`src/rtl/fetch_ctrl.sv`:
```
// rtl/fetch_ctrl.sv - instruction-fetch sequencer with PC, fetch buffer, redirect and halt (optional counters: FETCH_PERF_EN)
module fetch_ctrl #(
  parameter logic [31:0] RESET_PC   = 32'h0000_0000,
  parameter int          FIFO_DEPTH = 2
) (
  input  logic        clk,
  input  logic        rst,
  output logic [31:0] imem_addr,
  input  logic [31:0] imem_rdata,
  input  logic        redirect_valid,
  input  logic [31:0] redirect_pc,
  input  logic        halt_req,
  output logic        out_valid,
  input  logic        out_ready,
  output logic [31:0] out_instr,
  output logic [31:0] out_pc,
  output logic        halted
`ifdef FETCH_PERF_EN
  ,
  output logic [31:0] perf_fetch_cnt,
  output logic [31:0] perf_stall_cnt
`endif
);

  localparam int PTR_W = $clog2(FIFO_DEPTH);
  localparam int CNT_W = PTR_W + 1;
  localparam logic [CNT_W-1:0] FULL_CNT = CNT_W'(FIFO_DEPTH);

  typedef enum logic {
    ST_RUN  = 1'b0,
    ST_HALT = 1'b1
  } state_t;

  state_t             state_q, state_d;
  logic [31:0]        fetch_pc_q, fetch_pc_d;
  logic [PTR_W-1:0]   rd_ptr_q, rd_ptr_d;
  logic [PTR_W-1:0]   wr_ptr_q, wr_ptr_d;
  logic [CNT_W-1:0]   count_q, count_d;
  logic [31:0]        pc_mem_q    [FIFO_DEPTH];
  logic [31:0]        pc_mem_d    [FIFO_DEPTH];
  logic [31:0]        instr_mem_q [FIFO_DEPTH];
  logic [31:0]        instr_mem_d [FIFO_DEPTH];
  logic               halted_q, halted_d;

  logic               fifo_full;
  logic               xfer;
  logic               enq;
  logic               redirect_pc_unused;

  // Low address bits of a redirect target are dropped, never used.
  assign redirect_pc_unused = ^redirect_pc[1:0];

  assign fifo_full = (count_q == FULL_CNT);
  assign out_valid = (count_q != '0);
  assign xfer      = out_valid && out_ready;
  // A pop in the same cycle frees the slot, so a full buffer still streams.
  assign enq       = (state_q == ST_RUN) && !halt_req && !redirect_valid &&
                     (!fifo_full || xfer);

  assign imem_addr = fetch_pc_q;
  assign out_pc    = pc_mem_q[rd_ptr_q];
  assign out_instr = instr_mem_q[rd_ptr_q];
  assign halted    = halted_q;

  // Next-state: buffer push/pop, PC advance, redirect flush and run/halt FSM.
  always_comb begin
    state_d     = state_q;
    fetch_pc_d  = fetch_pc_q;
    rd_ptr_d    = rd_ptr_q;
    wr_ptr_d    = wr_ptr_q;
    count_d     = count_q;
    pc_mem_d    = pc_mem_q;
    instr_mem_d = instr_mem_q;

    if (redirect_valid) begin
      // Any coinciding transfer is taken by decode; the rest is discarded.
      rd_ptr_d   = '0;
      wr_ptr_d   = '0;
      count_d    = '0;
      fetch_pc_d = {redirect_pc[31:2], 2'b00};
    end else begin
      if (xfer) begin
        rd_ptr_d = rd_ptr_q + PTR_W'(1);
      end
      if (enq) begin
        pc_mem_d[wr_ptr_q]    = fetch_pc_q;
        instr_mem_d[wr_ptr_q] = imem_rdata;
        wr_ptr_d              = wr_ptr_q + PTR_W'(1);
        fetch_pc_d            = fetch_pc_q + 32'd4;
      end
      if (xfer && !enq) begin
        count_d = count_q - CNT_W'(1);
      end else if (enq && !xfer) begin
        count_d = count_q + CNT_W'(1);
      end
    end

    if (state_q == ST_RUN) begin
      if (halt_req) begin
        state_d = ST_HALT;
      end
    end else begin
      if (!halt_req) begin
        state_d = ST_RUN;
      end
    end

    halted_d = (state_d == ST_HALT) && (count_d == '0);
  end

  // State register; reset clears the buffer so out_pc/out_instr read zero.
  always_ff @(posedge clk or posedge rst) begin
    if (rst) begin
      state_q    <= ST_RUN;
      fetch_pc_q <= RESET_PC;
      rd_ptr_q   <= '0;
      wr_ptr_q   <= '0;
      count_q    <= '0;
      halted_q   <= 1'b0;
      for (int i = 0; i < FIFO_DEPTH; i++) begin
        pc_mem_q[i]    <= '0;
        instr_mem_q[i] <= '0;
      end
    end else begin
      state_q     <= state_d;
      fetch_pc_q  <= fetch_pc_d;
      rd_ptr_q    <= rd_ptr_d;
      wr_ptr_q    <= wr_ptr_d;
      count_q     <= count_d;
      halted_q    <= halted_d;
      pc_mem_q    <= pc_mem_d;
      instr_mem_q <= instr_mem_d;
    end
  end

`ifdef FETCH_PERF_EN
  logic [31:0] perf_fetch_q, perf_fetch_d;
  logic [31:0] perf_stall_q, perf_stall_d;

  assign perf_fetch_cnt = perf_fetch_q;
  assign perf_stall_cnt = perf_stall_q;

  // Count enqueues and cycles where fetch was willing but the buffer was full.
  always_comb begin
    perf_fetch_d = perf_fetch_q;
    perf_stall_d = perf_stall_q;
    if (enq) begin
      perf_fetch_d = perf_fetch_q + 32'd1;
    end
    if ((state_q == ST_RUN) && !halt_req && !redirect_valid && fifo_full && !xfer) begin
      perf_stall_d = perf_stall_q + 32'd1;
    end
  end

  // Counter registers, wrapping naturally at 2^32.
  always_ff @(posedge clk or posedge rst) begin
    if (rst) begin
      perf_fetch_q <= '0;
      perf_stall_q <= '0;
    end else begin
      perf_fetch_q <= perf_fetch_d;
      perf_stall_q <= perf_stall_d;
    end
  end
`endif

endmodule

```
`config.mk`:
```
export PLATFORM = sky130hd
export DESIGN_NAME = fetch_ctrl
export DESIGN_NICKNAME = d
export VERILOG_FILES = /design/src/rtl/fetch_ctrl.sv
export SDC_FILE = /design/constraint.sdc
export NUM_CORES = 1
export LEC_CHECK = 0
export BUFFER_PORTS_ARGS = -buffer_cell sky130_fd_sc_hd__clkbuf_2
export CAP_MARGIN = 20
export CORE_MARGIN = 3
export CORE_UTILIZATION = 50
export CTS_CLUSTER_DIAMETER = 200
export CTS_CLUSTER_SIZE = 12
export DETAILED_ROUTE_END_ITERATION = 12
export PLACE_DENSITY_LB_ADDON = 0.3
export SYNTH_ARGS = -nofsm -noshare
export SYNTH_HDL_FRONTEND = slang
export SYNTH_SLANG_ARGS = --single-unit
```
`constraint.sdc`:
```
create_clock -name clk -period 4.45 [get_ports clk]
set_input_delay 0.445 -clock clk [delete_from_list [all_inputs] [get_ports clk]]
set_output_delay 0.445 -clock clk [all_outputs]
set_load 0.02 [all_outputs]
```
==> summary.md, run 1 <==
| Metric | Value |
|---|---|
| Status | `finished clean` |
| Worst Min Path Start | `halt_req` |
| Overall routed net length | `16,300 um` |
| Critical-path cell list | `inv_1 -> ha_1 -> nand2b_4 -> a211oi_4 -> and2b_4 -> buf_12 -> mux2_2` |
| Synthesized area per cell | `between 10 and 15 um^2` |
| Post-synth top cells | `dfrtp_1 (160), mux2_2 (88), mux2_4 (60)` |
| DIE AREA | `about 17,000 um^2` |
| Count of cell types in the netlist | `47` |
| Clk pin slew, worst setup/hold paths | `about 60 ps` |
| Average wire per standard cell | `roughly 17 um` |
| Filler Cells Inserted | `between 1,000 and 1,500` |
| Worst Path Arrival | `3110 ps` |
| Area Overhead vs Synth | `17.6%` |
| Critical R2R Launch | `count_q[1]` |
| Detail Placement HPWL | `about 11,000 um` |
| Synth top area share | `0.510` |
| Slew Limit Fails | `0` |
| Final Cycle Share | `0.633` |
| Root Buffer | `clkbuf_16` |
| Die height | `131 um` |
| EDFF count, synth | `0` |
| Largest net degree at the start of global routing | `161` |
| Hold Worst Slack | `176 ps` |
| Total vias in the final route | `slightly below 5,000` |
| Max Fclk | `between 300 and 400 MHz` |
| Slew of the pin with the lowest slew margin | `between 900 and 1000 ps` |
| First-pass GRT wire length | `around 27,000 um` |
| Synth top area cells | `dfrtp_1 (51%), mux2_2 (13%), mux2_4 (11%), mux2_1 (6.0%), xor2_1 (2.2%)` |
| ANT nets after route | `0` |
| #FFs+latches synth | `between 150 and 200` |
| Grt ovf | `0` |
| Cell taking the most area after synthesis | `dfrtp_1` |
| Ys async rst share | `1.00` |
| RSZ-0062 raised after global routing | `no` |
| Slew margin rel. | `0.375` |
| Share of cells above drive strength 1 | `0.484` |
| Setup-failing EPs final | `0` |
| Initial core utilization | `0.514` |
| Setup TNS Final | `0 ps` |
| Core ar. | `approximately 15,000 um^2` |
| Hold Violations, Final | `0` |
| Register area share after synthesis | `0.510` |
| Vias in the first global route | `5,292` |
| Aggregate global-route resource usage | `0.194` |
| CTS tree | `yes` |
| Starting DRT DRC Count | `285` |
| Slowest Stage Delay on Critical Path | `around 670 ps` |
| CTS buffer count | `17` |
| Ant. Diodes | `0` |
| CP endpoint kind | `register` |
| CP Max Fanout | `35` |
| CTS H-tree lvls | `4` |
| Hold Crit Class | `input port to register` |
| Via/cell ratio | `between 5 and 6` |
| Port Buf Inserts | `160` |
| Global placer's final weighted congestion | `approximately 0.8` |
| Max Cap Viol | `0` |
| Maximum buffer depth of the clock tree | `2` |
| Chip Width | `approximately 130 um` |
| TritonCTS Sinks | `160` |
| Post-Syn Instances | `between 500 and 600` |
| Syn Std Cell Area | `around 7800 um^2` |
| Initial antenna violation count | `0` |
| Synth Warn # | `0` |
| Crit path required time | `between 4000 and 5000 ps` |
| CP max-delay cell | `and2b_4` |
| Ys flop type | `dfrtp_1` |
| VDD IR max | `around 0.36 mV` |
| Startpoint types | `register` |
| CTS Hold Bufs | `0` |
| Static leakage power | `between 4 and 5 nW` |
| Num ports | `167` |
| Row cnt | `45` |
| Minimum clock period | `around 2800 ps` |
| WS Path Type | `register to register` |
| Skew final | `just under 8 ps` |
| First-pass DRT Iterations | `4` |
| Final #Nets | `around 790` |
| Post-CTS Setup Bufs | `0` |
| Clock Latency Late Sink | `roughly 420 ps` |
| Most common cell in the netlist | `dfrtp_1` |
| CTS resizes | `0` |
| Crit path launch | `count_q[1]` |
| P per Cell Area | `664 nW/um^2` |
| DR DRC count | `0` |
==> registers in the layout, summed over array words and instances, names as in the netlist <==
name	cells
pc_mem_q	60
halted	1
wr_ptr_q	1
count_q	2
state_q	1
rd_ptr_q	1
imem_addr	30
instr_mem_q	64
==> final cells by class <==
type / count / area [um^2] / share of cell area
Clock inverter: 9 / 131 / 0.0142
Clock buffer: 23 / 478 / 0.0518
Timing Repair Buffer: 166 / 871 / 0.0944
Multi-Input combinational cell: 362 / 3450 / 0.374
Sequential cell: 160 / 4010 / 0.434
Tap cell: 211 / 264 / 0.0286
Inverter: 7 / 30.0 / 0.00325
==> cells by family (layout without fill, tap and decap cells) <==
family	after synthesis	after routing	synth area share
compound gates	39	39	0.0327
mux	191	191	0.303
buf+inv	48	205	0.0526
fa+ha+maj	3	3	0.00478
xor+xnor	31	31	0.0346
simple gates	94	94	0.0622
flops	160	160	0.510
other cells	1	4	0.000478
==> power breakdown <==
group          internal, mW  leakage [nW]  total, mW  switching, mW
registers              2.02          1.98       2.37          0.350
logic                  1.16          2.07       2.28           1.12
clock network         0.926         0.289       1.49          0.559
total                  4.10          4.34       6.13           2.03
==> through the flow <==
stage / power, mW / util / std cells / worst slack, ps / cell area, um^2
3_3_place_gp: 4.60 / 0.565 / 906 / 1570 / 8620
3_5_place_dp: 4.69 / 0.565 / 906 / 1510 / 8620
2_1_floorplan: 4.06 / - / 570 / 1980 / 7860
4_1_cts: 6.20 / 0.605 / 938 / 1620 / 9230
5_1_grt: 6.47 / 0.605 / 938 / 1510 / 9230
6_report: 6.13 / 0.605 / 938 / 1640 / 9230
==> worst paths after layout <==
kind | end | slack (ps) | depth (start not counted)
setup / recovery | pc_mem_q[35] | 1640 | 7
hold / removal | state_q | 180 | 1
setup reg to reg | pc_mem_q[35] | 1640 | 7
hold reg to reg | instr_mem_q[2] | 480 | 1
max in group asynchronous | rd_ptr_q | 3550 | 3
min in group asynchronous | instr_mem_q[35] | 270 | 3
==> layer usage <==
layer | vias up | share of wire | GRT usage
li1 | 2286 | - | -
met1 | 2498 | 0.45 | 0.255
met2 | 153 | 0.48 | 0.310
met3 | 16 | 0.061 | 0.0590
met4 | 0 | 0.014 | 0.0583
met5 | - | 0 | 0
==> placed cells by master, fill, tap and decap left out, types with 2 or more instances in the layout <==
master and n:
mux2_4 60, and4_1 6, xnor2_1 11, clkbuf_2 160
conb_1 4, dfrtp_1 159, a21oi_1 2, bufinv_16 3
clkbuf_8 3, buf_12 2, o21ai_1 6, clkinvlp_4 4
nand2_1 35, clkinv_2 2, nor2_1 10, and2_1 4
a211oi_1 3, mux2_2 88, inv_1 6, nor3_1 2
nand4_1 12, buf_4 4, clkbuf_16 17, and3_1 3
xor2_1 20, ha_1 3, mux2_1 42, o21ai_0 20
nand3_1 14, clkbuf_1 3
==> critical path, delay by kind of cell, from the launching register on <==
kind / cells / cell delay, ps
AND/OR/NAND/NOR: 2 / 900
buffers and inverters: 2 / 420
flip-flops: 1 / 400
AO/OA/AOI/OAI: 1 / 370
multiplexers: 1 / 370
adder cells (fa/ha/maj): 1 / 200
Power figures use the tool's default switching activity.
==> run 2: changes to the inputs <==
Settings changed: CORE_UTILIZATION 50 to 55.
Clock period 4.45 ns to 2.9 ns, I/O delays scaled along.
==> run 2 against run 1 <==
  * Worst hold slack lost 150 ps
  * Clock power rose by 50%
  * Core utilization rose by 6.3 points
  * Sequential share of layout area is 0.34 points lower
  * Routed wire length grew 1.5%
==> summary.md, run 2 (same netlist as run 1, synthesis figures left out) <==
| Metric | Value |
|---|---|
| WS Path Type | `register to register` |
| Crit path required time | `3200 ps (-1550 ps)` |
| ANT nets after route | `0 (unchanged)` |
| Aggregate global-route resource usage | `0.218 (+0.0246)` |
| Initial antenna violation count | `0 (unchanged)` |
| RSZ-0062 raised after global routing | `no` |
| Clock Latency Late Sink | `420 ps (about the same)` |
| Port Buf Inserts | `160 (unchanged)` |
| Hold Crit Class | `input port to async pin` |
| Global placer's final weighted congestion | `0.791 (-1.0%)` |
| Critical-path cell list | `inv_1 -> ha_1 -> nand2b_4 -> a211oi_4 -> and2_4 -> buf_12 -> mux2_2` |
| Worst Path Arrival | `2690 ps (-420 ps)` |
| First-pass GRT wire length | `27,700 um (+2.3%)` |
| Detail Placement HPWL | `10,900 um (+2.3%)` |
| Max Fclk | `418 MHz (+18%)` |
| Placed Instance Area | `8690 um^2 (+0.89%)` |
| Dpl ws | `500 ps (-1010 ps)` |
| Setup-failing EPs final | `0 (unchanged)` |
| CTS resizes | `0 (unchanged)` |
| Slew of the pin with the lowest slew margin | `920 ps (-18.0 ps)` |
| Placed Cells | `882 (-2.6%)` |
| Finished Layout Cells | `914 (-2.6%)` |
| Final core occ | `0.667 (+0.0627)` |
| DR DRC count | `0 (unchanged)` |
| Logic pwr share | `0.376 (+0.004)` |
| VDD IR max | `0.570 mV (+58%)` |
| Hold Violations, Final | `0 (unchanged)` |
| Initial core utilization | `0.563 (+0.0489)` |
| Most common cell after layout, fill and taps aside | `clkbuf_2` |
| Net Sw Frac | `0.333 (+0.00209)` |
| Reg with most FFs | `instr_mem_q` |
| Max Cap Viol | `0 (unchanged)` |
| CP Max Fanout | `25 (-29%)` |
| Area Overhead vs Synth | `18.5%` |
| Bufs and invs on worst path | `2 (unchanged)` |
| Vias in the first global route | `5,340 (+0.91%)` |
| CP Depth | `7 (unchanged)` |
| Startpoint types | `register` |
| Slew margin rel. | `0.387 (+0.0120)` |
| P per Cell Area | `1010 nW/um^2 (+53%)` |
| Chip Width | `125 um (-4.4%)` |
| DIE AREA | `15,700 um^2 (-8.7%)` |
| Ant. Diodes | `0 (unchanged)` |
| Final Cycle Share | `0.824 (+0.192)` |
| Starting DRT DRC Count | `309 (+8.4%)` |
| Core ar. | `13,900 um^2 (-8.7%)` |
| Maximum buffer depth of the clock tree | `2 (unchanged)` |
| Largest register FFs | `64 (unchanged)` |
| Slowest Stage Delay on Critical Path | `440 ps (-230 ps)` |
| Internal | `6.28 mW (+53%)` |
| Hold Worst Slack | `27.5 ps (-148 ps)` |
| CP top delay family | `simple AND/OR/NAND/NOR gates` |
| Static leakage power | `4.40 nW (+1.3%)` |
| Flop pwr share | `0.386 (about the same)` |
| CP endpoint kind | `register` |
| Skew final | `6.81 ps (-0.977 ps)` |
| Worst R2R Setup Slack | `510 ps (-1130 ps)` |
| Post-route cell area | `9300 um^2 (+0.79%)` |
| Average wire per standard cell | `18.0 um (+4.1%)` |
| Net Sw Power | `3.14 mW (+55%)` |
| Via/cell ratio | `5.42 (+2.6%)` |
| Clock share of power | `0.238 (-0.004)` |
| Final #Nets | `794 (+1.0%)` |
| CTS H-tree lvls | `4 (unchanged)` |
| Row cnt | `43 (-4.4%)` |
| Grt ovf | `0 (unchanged)` |
| Filler Cells Inserted | `1,008 (-16%)` |
| CP max-delay cell | `and2_4` |
| Slew Limit Fails | `0 (unchanged)` |
| CTS buffer count | `17 (unchanged)` |
| First-pass DRT Iterations | `5 (+1)` |
| Die height | `125 um (-4.4%)` |
| TritonCTS Sinks | `160 (unchanged)` |
| Status | `finished clean` |
| Minimum clock period | `2390 ps (-425 ps)` |
| Setup TNS Final | `0 ps (unchanged)` |
| Num ports | `167 (unchanged)` |
| CTS tree | `yes` |
| Path depth of the worst reg2reg path | `7 (unchanged)` |
| Total power | `9.42 mW (+54%)` |
| Overall routed net length | `16,500 um (+1.5%)` |
| Clk pin slew, worst setup/hold paths | `60 ps (about the same)` |
| Final WS setup | `510 ps (-1130 ps)` |
| Largest net degree at the start of global routing | `161 (unchanged)` |
| Share of cells above drive strength 1 | `0.490 (+0.00628)` |
| Total vias in the final route | `4,952 (-0.020%)` |
| Commonest non-fill, non-tap cells in the layout | `clkbuf_2 (160), dfrtp_1 (159), mux2_2 (88), mux2_4 (60), mux2_1 (42)` |
| Root Buffer | `clkbuf_16` |
[run 2: repair_timing]
item | 4_1_cts | 5_1_grt
buffers inserted | 0 | 0
endpoints found under the hold margin | 1 | 0
hold buffers | 1 | 0
[run 2: worst paths after layout]
path,startpoint,endpoint
setup / recovery,count_q[1],instr_mem_q[24]
hold / removal,rst,instr_mem_q[32]
setup reg to reg,count_q[1],instr_mem_q[24]
hold reg to reg,pc_mem_q[20],pc_mem_q[20]
max in group asynchronous,rst,rd_ptr_q
min in group clk,redirect_pc[9],imem_addr[9]
[run 2: layer usage]
metal / vias to the layer above / share of wire / track usage
met5: - / 0 / 0
li1: 2304 / - / -
met3: 15 / 0.063 / 0.0658
met1: 2471 / 0.44 / 0.295
met2: 162 / 0.49 / 0.345
met4: 0 / 0.010 / 0.0606
[run 2: tightest hold or removal path, stage by stage]
cell	delay [ps]
clkbuf_2	100
clkinvlp_4	80
buf_12	500
[run 2: area by class of cell]
class	instances	area, um^2	share of cell area
Multi-Input combinational cell	362	3450	0.371
Clock inverter	11	139	0.0149
Clock buffer	20	457	0.0491
Sequential cell	160	4010	0.431
Inverter	7	30.0	0.00323
Timing Repair Buffer	174	996	0.107
Tap cell	180	225	0.0242
[run 2: power by group through the flow]
stage	combinational (mW)	sequential (mW)	clock, mW
after floorplan	2.73	3.50	0
after global placement	3.49	3.59	0
after detailed placement	3.56	3.66	0
after CTS	3.60	3.64	2.30
after global routing	3.81	3.76	2.39
final	3.54	3.64	2.24
